## src/rtl/shift_deser_rx.sv

```systemverilog
// shift_deser_rx: serial-in/parallel-out receiver, MSB- or LSB-first, with a
// one-entry valid/ready holding register and a sticky overrun flag.
module shift_deser_rx #(
    parameter int WIDTH = 8
) (
    input  logic                     clk,
    input  logic                     rst_a,
    input  logic                     sin,
    input  logic                     sin_vld,
    input  logic                     dir,
    input  logic                     clr,
    output logic [WIDTH-1:0]         op,
    output logic                     op_vld,
    input  logic                     op_rdy,
    output logic                     ovf,
    output logic [$clog2(WIDTH)-1:0] bit_cnt
);
    localparam int CW = $clog2(WIDTH);

    logic [WIDTH-1:0] sreg_q, sreg_d, op_q, op_d, word;
    logic [CW-1:0]    cnt_q, cnt_d;
    logic             vld_q, vld_d, ovf_q, ovf_d;
    logic             cap, done, free;

    always_comb begin
        cap    = sin_vld && !clr;
        word   = dir ? {sin, sreg_q[WIDTH-1:1]} : {sreg_q[WIDTH-2:0], sin};
        done   = cap && (cnt_q == CW'(WIDTH - 1));
        free   = !vld_q || op_rdy;
        sreg_d = clr ? '0 : cap ? word : sreg_q;
        cnt_d  = (clr || done) ? '0 : cap ? cnt_q + CW'(1) : cnt_q;
        op_d   = (done && free) ? word : op_q;
        // A load into a freed slot keeps valid high even when consumed this cycle
        vld_d  = (done && free) ? 1'b1 : (vld_q && op_rdy) ? 1'b0 : vld_q;
        ovf_d  = clr ? 1'b0 : (done && !free) ? 1'b1 : ovf_q;
    end

    always_ff @(posedge clk) begin
        if (rst_a) begin
            sreg_q <= '0;
            cnt_q  <= '0;
            op_q   <= '0;
            vld_q  <= 1'b0;
            ovf_q  <= 1'b0;
        end else begin
            sreg_q <= sreg_d;
            cnt_q  <= cnt_d;
            op_q   <= op_d;
            vld_q  <= vld_d;
            ovf_q  <= ovf_d;
        end
    end

    assign op      = op_q;
    assign op_vld  = vld_q;
    assign ovf     = ovf_q;
    assign bit_cnt = cnt_q;
endmodule

```

## config.mk

```make
export PLATFORM = sky130hd
export DESIGN_NAME = shift_deser_rx
export DESIGN_NICKNAME = d
export VERILOG_FILES = /design/src/rtl/shift_deser_rx.sv
export SDC_FILE = /design/constraint.sdc
export NUM_CORES = 1
export LEC_CHECK = 0
export ABC_CLOCK_PERIOD_IN_PS = 1300
export CAP_MARGIN = 20
export CORE_MARGIN = 3
export CORE_UTILIZATION = 35
export CTS_CLUSTER_DIAMETER = 150
export DETAILED_ROUTE_END_ITERATION = 10
export GPL_TIMING_DRIVEN = 1
export PLACE_DENSITY = 0.71
export SLEW_MARGIN = 10
export SYNTH_ARGS = -nofsm -noshare
export SYNTH_HDL_FRONTEND = slang
export SYNTH_SLANG_ARGS = --single-unit
```

## constraint.sdc

```tcl
create_clock -name clk -period 1.3 [get_ports clk]
set_input_delay 0.26 -clock clk [delete_from_list [all_inputs] [get_ports clk]]
set_output_delay 0.26 -clock clk [all_outputs]
set_load 0.005 [all_outputs]
```

Word level (Yosys, flattened, before mapping)
Cells that the tools add are included.
Word-level totals
  flip-flop bits (word level): 21
Cells by class
  equality and inequality tests: 1
  add/sub/neg operators: 1
  multiplexer cells: 3
  reductions and logical operators: 13
Operators by type and width (count)
  2-to-1 mux 8 bit: 1
  logical AND 1 bit: 5
  OR reduction 2 bit: 2
  adder 3 x 1 -> 3 bit (second input constant): 1
  == test 3 bit (second input constant): 1
  zero test 1 bit: 3
  logical OR 1 bit: 2
  2-to-1 mux 1 bit: 2
  nonzero test 2 bit: 1

Logic depth before layout (Yosys ltp)
Gate-level depths: netlist of the first run.
  word-level depth: 5
  depth in mapped cells: 6
  mapped depth without buffers: 5

Worst setup path before layout of the first run
No wires, ideal clock.
  path kind: register -> register
  start: register cnt_q[0], in the netlist bit_cnt[0]
  end: register op_q[1], in the netlist op[1]
  data required time: 1166 ps
  clock period less this slack: 1404 ps
  setup slack: -104 ps
  stages on the path, launching flop included: 7
  buffers on the path: 1
  arrival time: 1269 ps
  setup time: 134 ps
  cell sequence: dfxtp_1 ha_1 ha_1 and3b_1 buf_2 a21oi_1 a211oi_2
On the way
  longest elaborated chain between the ends: 3
RTL lines
  from (decl): line 21  | logic [CW-1:0] cnt_q, cnt_d;
  from (signal assigned): line 47  | cnt_q <= cnt_d;
  == test 3 bit: line 28  | done = cap && (cnt_q == CW'(WIDTH - 1));
  logical AND 1 bit: line 28
  logical AND 1 bit: line 32  | op_d = (done && free) ? word : op_q;
  to (signal assigned): line 48  | op_q <= op_d;
  to (decl): line 20  | logic [WIDTH-1:0] sreg_q, sreg_d, op_q, op_d, word;
No other way between the ends.
A chain may end at the register's enable or synchronous reset.

Worst setup path after layout of the first run
  start: register cnt_q[1], in the netlist bit_cnt[1]
  end: register op_q[4], in the netlist op[4]
The elaborated chain is that of the path after synthesis.

==> results of run 1 <==
==> power groups by stage <==
stage	Clock [mW]	Combinational (mW)	Sequential [mW]
2_1_floorplan	0	0.0686	0.675
3_3_place_gp	0	0.111	0.676
3_5_place_dp	0	0.113	0.676
4_1_cts	0.327	0.117	0.662
5_1_grt	0.354	0.125	0.664
6_report	0.322	0.115	0.662
==> per-layer routing <==
layer | vias to the layer above | global-route usage | wire [µm]
met5 | - | 0 | 0
met4 | 0 | 0.0596 | 33
met3 | 4 | 0.0204 | 47
met2 | 9 | 0.235 | 1060
met1 | 355 | 0.193 | 1030
li1 | 389 | - | -
==> stage by stage <==
| step | std cells | setup TNS (ns) |
|---|---|---|
| after detailed placement | 141 | -3.03 |
| after CTS | 153 | -0.950 |
| final | 151 | -0.0262 |
| after global routing | 151 | -0.344 |
| after global placement | 141 | -2.55 |
| after floorplan | 88 | 0 |
==> what timing repair did <==
item                                    4_1_cts  5_1_grt
endpoints found under the setup margin       21       12
pin swaps                                     5       13
buffers inserted                             10        2
gates resized for setup                      28        3
==> cell usage after synthesis, drive strengths merged (2+ instances only) <==
cell type	instances
a211oi	16
a21oi	12
buf	5
clkbuf	2
dfxtp	21
ha	2
mux2i	9
nand2b	3
nand3b	3
nor2	11
==> logic make-up after synthesis <==
logic type | after synthesis
compound gates | 29
flops | 21
simple gates | 19
mux | 9
buf+inv | 8
fa+ha+maj | 2
==> layout make-up <==
cell class,instances,area share
multi-input cells,59,0.378
flip-flops and latches,21,0.319
repair buffers,36,0.252
well taps,30,0.0274
clock buffers,3,0.0165
clock inverters,1,0.00366
inverters,1,0.00274
==> critical path: stages (launching register included) <==
cell,delay [ns]
sky130_fd_sc_hd__dfxtp_2,0.36
sky130_fd_sc_hd__ha_4,0.16
sky130_fd_sc_hd__ha_4,0.16
sky130_fd_sc_hd__nand3b_1,0.16
sky130_fd_sc_hd__a21oi_4,0.05
sky130_fd_sc_hd__buf_12,0.14
sky130_fd_sc_hd__a211oi_2,0.20
==> flip-flops by register name, summed over array words and instances, names as in the netlist <==
name / flops
op: 8
sreg_q: 8
bit_cnt: 3
op_vld: 1
ovf: 1
==> worst max path at each step <==
stage          startpoint    end  slack [ns]
5_1_grt        bit_cnt[1]  op[4]       -0.06
3_5_place_dp      sin_vld  op[7]       -0.21
3_3_place_gp      sin_vld  op[7]       -0.20
2_1_floorplan  bit_cnt[0]  op[0]       0.007
4_1_cts             op[7]  op[7]       -0.14
6_report       bit_cnt[1]  op[4]       -0.01
==> flow_results.org, run 1 <==
** Min path
- The worst hold path passes through 2 cells.
- The startpoint identified for the worst hold timing path is sreg_q[0].
- End of the worst hold path :: sreg_q[0]
- The min-delay analysis places its worst path in the category register to register.

** Power and ir drop
- Fraction of power consumed by the clock network :: 0.293
- The analysis attributes to net switching a power of 273 µW.
- Overall power after layout :: 1.10 mW
- Int Power :: between 800 and 900 µW
- Power density over the cells :: 803 mW/mm²
- VDD sags by at most 0.518 mV.
- Of the total power, the share spent switching nets is 0.248.
- Of the total power, registers draw 0.602.
- Total leakage power :: 0.580 nW
- The share of total power dissipated in combinational logic is 0.104.

** Logic synthesis
- Async set-reset flop share out of synthesis :: 0
- Net count of the mapped netlist :: 97
- Counting every instance in the synthesized netlist gives 88.
- For this run, the number of Yosys warnings is 0.
- Synth unique cells :: 18
- Compound-Gate Fraction of Synth Area :: 0.259
- By area, the combinational part of the netlist is dominated by compound AO/OA/AOI/OAI gates.
- Number of enable-type register cells in the synthesized netlist :: 0
- Most used flip-flop cell after synthesis :: sky130_fd_sc_hd__dfxtp_1
- Of the post-synthesis cell area, the dominant cell type holds 0.453.
- Summed over all instances, the cell type with the most area after synthesis is sky130_fd_sc_hd__dfxtp_1.
- Of the total synthesized cell area, the portion taken by full adders, half adders and majority gates is 0.0270.
- Synthesized area :: roughly 900 µm²
- Xor and xnor area share after synthesis :: 0
- Of the total synthesized cell area, the portion taken by AND, OR, NAND and NOR gates is 0.108.
- Multiplexer area fraction after synthesis :: 0.0972
- After synthesis, the mean cell area works out to around 11 µm².
- Proportion of synthesized chip area in sequential cells :: 0.453
- Largest cells by area after synthesis :: sky130_fd_sc_hd__dfxtp_1, sky130_fd_sc_hd__a211oi_2, sky130_fd_sc_hd__mux2i_1
- In this run, synthesis produced a sequential element count of 21.

** Routing
- Once detail routing completed, the nets flagged for antenna violations numbered 0.
- Via count :: roughly 760
- In the final routed layout, each cell accounts on average for 14.4 µm.
- For this run, the detailed router's first-pass iteration total came to 4.
- Iteration-0 DRC Markers :: 12
- The routed design has roughly 2200 µm of wire.
- Using the TritonRoute via totals, the vias-per-cell ratio works out to about 5.
- Number of DRC violations after detailed routing :: 0

** Worst setup path
- Required arrival time at the worst endpoint :: about 1.5 ns
- The worst setup path is captured at a register.
- Worst R2R Start :: bit_cnt[1]
- Critical path startpoint category :: register
- Worst R2R Setup Slack :: -0.01 ns
- Arrival @ worst endpoint :: between 1.5 and 2 ns
- Start-to-end type of the worst setup path :: register to register
- Number of cell instances on the worst register-to-register path :: 6
- Critical-path maximum fanout :: 8
- R2r endpoint :: op[4]

** GRT
- Maximum number of pins on one net before global-route repair :: 23
- The first global-routing pass estimated roughly 3700 µm of wire.
- The total overflow left after global routing is 0.
- Across every metal layer, demand over resource in global routing totals 0.145.
- Number of antenna violations at the first check in global routing :: 0
- Number of global-route vias before repair :: a little over 800

** Placement
- Post-DP HPWL :: 1490 µm
- Prior to clock tree synthesis, the placed netlist has a worst setup slack of -0.215 ns.
- Routability-driven placement finished with a final weighted congestion of slightly below 0.8.
- Placed standard-cell area :: 0.00129 mm²
- Port Buffer Count :: 19

** Clocking
- The later pin in the worst-skew pair is clocked with a latency of 0.30 ns.
- The clock passes through at most 2 buffers.
- Counting every sink on the clock net gives 21.
- Clock-pin slew was measured on the worst setup and hold paths at 0.12 ns.
- Buffer type at the clock tree root :: sky130_fd_sc_hd__clkbuf_4
- Deepest level of the CTS H-tree :: 1
- TritonCTS built the clock tree.
- Hold-fix buffers, CTS :: 0
- Number of CTS-inserted buffers :: 3

** Final layout
- Multi-input combinational cell area :: approximately 520 µm²
- Growth of design area from synthesis to finish :: 47.6%
- Utilization of the core after routing :: 0.548
- Diodes inserted :: 0
- Leaving out fill and tap cells, the most frequent cell in the layout is sky130_fd_sc_hd__buf_4.
- Storage element area :: approximately 440 µm²
- Of the cells placed in the final design, the portion with a size suffix greater than 1 is 0.463.
- After filler insertion, the fill cell instance count of the layout stands at 218.
- In the layout the commonest cells are sky130_fd_sc_hd__buf_4, sky130_fd_sc_hd__dfxtp_2, sky130_fd_sc_hd__nor2_1.
- The net count of the finished layout is between 100 and 150.
- Once layout is done, the placed cells without fillers occupy 0.00137 mm².

** STA
- Setup violations remaining at the end of the flow were counted as 3.
- Across all hold checks on the routed design, the worst slack comes to between 0.5 and 0.6 ns.
- Maximum clock frequency :: 763 MHz
- The routed design could run at a clock period as short as between 1 and 1.5 ns.
- Transition time at the pin with the least slew margin :: roughly 0.33 ns
- Final worst-path setup slack :: -0.0105 ns
- Final-report hold violation count :: 0
- RSZ-0062 raised after global routing :: true
- The clock arrives with roughly 0.0014 ns of skew.
- The number of max-slew violations in the final report was 0.
- Crit share post-route :: 1.01
- In this run the tightest slew margin relative to its limit is 0.777.

** Floorplanning
- The core region is 0.00250 mm².
- I/O pin count :: 20
- Total number of placement rows :: 18
- The die is about 57 µm wide.
- Die footprint :: 0.00330 mm²
- Die Y-Extent :: about 57 µm
- For this configuration, the core starts out at a cell density of 0.371.

** Flow run
- Max-capacitance violation count :: 0

** Outcome
- The flow ran to the end, but the final reports show violations.
- The final reports fail on negative setup slack.
(Power assumes the default switching activity.)
==> run 2, diff against run 1 <==
--- a/config.mk
+++ b/config.mk
@@ -7,12 +7,14 @@
 export LEC_CHECK = 0
 export ABC_CLOCK_PERIOD_IN_PS = 1300
 export CAP_MARGIN = 20
+export CORE_ASPECT_RATIO = 0.8
 export CORE_MARGIN = 3
 export CORE_UTILIZATION = 35
 export CTS_CLUSTER_DIAMETER = 150
 export DETAILED_ROUTE_END_ITERATION = 10
 export GPL_TIMING_DRIVEN = 1
 export PLACE_DENSITY = 0.71
+export SETUP_SLACK_MARGIN = 0.1
 export SLEW_MARGIN = 10
 export SYNTH_ARGS = -nofsm -noshare
 export SYNTH_HDL_FRONTEND = slang
==> flow_results.org, run 2 (same netlist as run 1, synthesis figures left out) <==
** Outcome
- The flow ran to the end, but the final reports show violations.
- The checks that failed: negative setup slack.

** Clocking
- Insertion delay to the later sink of the worst-skew pair :: about 0.32 ns
- In this run the number of H-tree levels came out at 1.
- Clock-pin slew was measured on the worst setup and hold paths at 0.13 ns.
- Counting along the longest clock path gives a buffer depth of 2.
- The clock drives 21 sinks.
- TritonCTS built the clock tree.
- The tree is rooted in a sky130_fd_sc_hd__clkbuf_4.
- Buffers inserted during clock tree synthesis total 3.

** Power and ir drop
- For this design the static power due to leakage is around 0.63 nW.
- Overall power after layout :: about 1.1 mW
- Largest vdd supply drop :: ~0.57 mV
- Power density over the cells :: ~740 mW/mm²

** Routing
- Dividing the detail-routed wire length by the instance count gives 13.8 µm.
- First-pass iteration count of the detailed router :: 4
- For this block, the routed nets add up to 2260 µm of wire.
- The routed layout has ~790 vias.
- For this run, design rule violations remaining after detail routing come to 0.
- ANT nets after route :: 0
- Vias/cell :: roughly 4.8
- The first routing iteration left 6 violations.

** Worst setup path
- Following the worst setup path forward leads to its endpoint at op[0].
- By startpoint and endpoint, the worst setup path is classified as register to register.
- R2r endpoint :: op[0]
- Critical-path maximum fanout :: 8
- Kind of capture point of the worst setup path :: register
- Worst R2R Setup Slack :: -0.16 ns
- In this run the critical register-to-register path is launched from bit_cnt[0].
- Critical path startpoint category :: register
- Number of cell instances on the worst register-to-register path :: 7
- Required arrival time at the worst endpoint :: roughly 1.5 ns
- Arrival @ worst endpoint :: about 1.7 ns
- In this run the worst setup path begins at bit_cnt[0].

** STA
- The number of max-slew violations in the final report came to 0.
- At the pin with the least slew margin, the transition time is between 0.3 and 0.4 ns.
- Between clock sinks in the finished design, the worst skew comes to between 0.01 and 0.015 ns.
- Dividing the final minimum period by the clock period gives 1.13.
- Setup violations remaining at the end of the flow were counted as 11.
- Based on the critical path, the design can be clocked at up to about 680 MHz.
- RSZ-0062 raised after global routing :: true
- The number of hold-slack violations in the final timing report was 0.
- The routed design could run at a clock period as short as ~1.5 ns.
- After routing, the total negative slack on setup checks comes to -1.26 ns.
- Across all setup checks in the final design, the least slack found is -0.164 ns.
- Max-slew headroom :: 0.783

** Floorplanning
- Starting density of the core :: 0.373
- Area inside the core boundary :: about 0.0025 mm²
- 20 I/O pins were placed.
- Die Y-Extent :: about 52 µm
- Horizontal die dimension :: ~64 µm
- Die footprint :: between 0.003 and 0.004 mm²
- Total number of placement rows :: 16

** Final layout
- Growth of design area from synthesis to finish :: 62.3%
- At the end of the flow, the number of nets in the layout was approximately 140.
- Diodes inserted :: 0
- Most common cell after layout, fill and taps aside :: sky130_fd_sc_hd__buf_4
- Most used cells in the layout excluding fill and tap cells :: sky130_fd_sc_hd__buf_4, sky130_fd_sc_hd__dfxtp_2, sky130_fd_sc_hd__nor2_1
- The finished cells cover roughly 0.0015 mm².
- In the final layout, the share of cells above drive strength 1 is 0.516.
- Fin cells :: between 150 and 200

** Placement
- Port Buffer Count :: 19
- Post-DP HPWL :: ~1500 µm
- Placed standard-cell area :: between 0.001 and 0.0015 mm²
- Routability-driven placement finished with a final weighted congestion of roughly 0.77.
- Cell count after placement :: ~150

** GRT
- Wire length of the first global-routing pass :: around 3900 µm
- Entering global routing, the biggest net connects 23 pins.
- Number of antenna violations at the first check in global routing :: 0
- The number of global-route vias before repair is approximately 810.
- Remaining global-route overflow :: 0
- In the global route stage, overall resource usage came out at 0.153.

** Flow run
- Max-cap violations in this run came to 0.

** Min path
- Path class of the lowest-slack min-delay path :: register to register
run 2: how the worst min path moves through the flow:
stage / from / to / slack, ns / cells past startpoint
2_1_floorplan: sin_vld / bit_cnt[1] / 0.43 / 2
3_3_place_gp: ovf / ovf / 0.46 / 2
3_5_place_dp: sreg_q[0] / sreg_q[0] / 0.50 / 2
4_1_cts: ovf / ovf / 0.52 / 2
5_1_grt: ovf / ovf / 0.53 / 2
6_report: ovf / ovf / 0.50 / 2
run 2: critical path, stage by stage (launching register included):
cell                       delay, ns
sky130_fd_sc_hd__dfxtp_4        0.37
sky130_fd_sc_hd__buf_6          0.11
sky130_fd_sc_hd__ha_4           0.15
sky130_fd_sc_hd__ha_4           0.16
sky130_fd_sc_hd__nand3b_1       0.16
sky130_fd_sc_hd__a21oi_4        0.05
sky130_fd_sc_hd__buf_12         0.14
sky130_fd_sc_hd__a211oi_2       0.22
run 2: repair_timing:
action,CTS,global route
endpoints found under the setup margin,21,18
gates resized for setup,33,13
pin swaps,6,8
buffers inserted,10,3
hold buffers,0,0
run 2: cell type report:
cell class,count,area (µm²)
clock inverter,1,5.00
clock buffer,3,22.5
timing repair buffer,43,428
multi-input combinational,59,563
fill,205,977
tap,36,45.0
sequential,21,438
inverter,1,3.75
run 2: per-layer routing:
layer | vias up | global-route usage | wire [µm]
li1 | 401 | - | -
met3 | 5 | 0.0540 | 118
met4 | 0 | 0.0215 | 28
met2 | 15 | 0.250 | 1020
met5 | - | 0 | 0
met1 | 365 | 0.199 | 1090
run 2: per-stage QoR:
step                      utilization  hold WS (ns)  setup WS, ns
after global placement          0.530         0.459        -0.182
final                           0.606         0.501        -0.164
after detailed placement        0.530         0.500        -0.180
after CTS                       0.579         0.519        -0.170
after floorplan                     -         0.427        0.0457
after global routing            0.606         0.530        -0.219
run 2: where the power goes:
group | total [mW] | internal (mW) | switching (mW) | leakage (nW)
combinational | 0.120 | 0.0614 | 0.0586 | 0.434
sequential | 0.660 | 0.653 | 0.00741 | 0.176
clock | 0.332 | 0.115 | 0.216 | 0.0177
total | 1.11 | 0.830 | 0.282 | 0.629
==> run 3, diff against run 2 <==
--- a/config.mk
+++ b/config.mk
@@ -12,7 +12,6 @@
 export CORE_UTILIZATION = 35
 export CTS_CLUSTER_DIAMETER = 150
 export DETAILED_ROUTE_END_ITERATION = 10
-export GPL_TIMING_DRIVEN = 1
 export PLACE_DENSITY = 0.71
 export SETUP_SLACK_MARGIN = 0.1
 export SLEW_MARGIN = 10
==> results of run 3 <==
The final DEF is identical to that of run 2; final timing and power are the same.
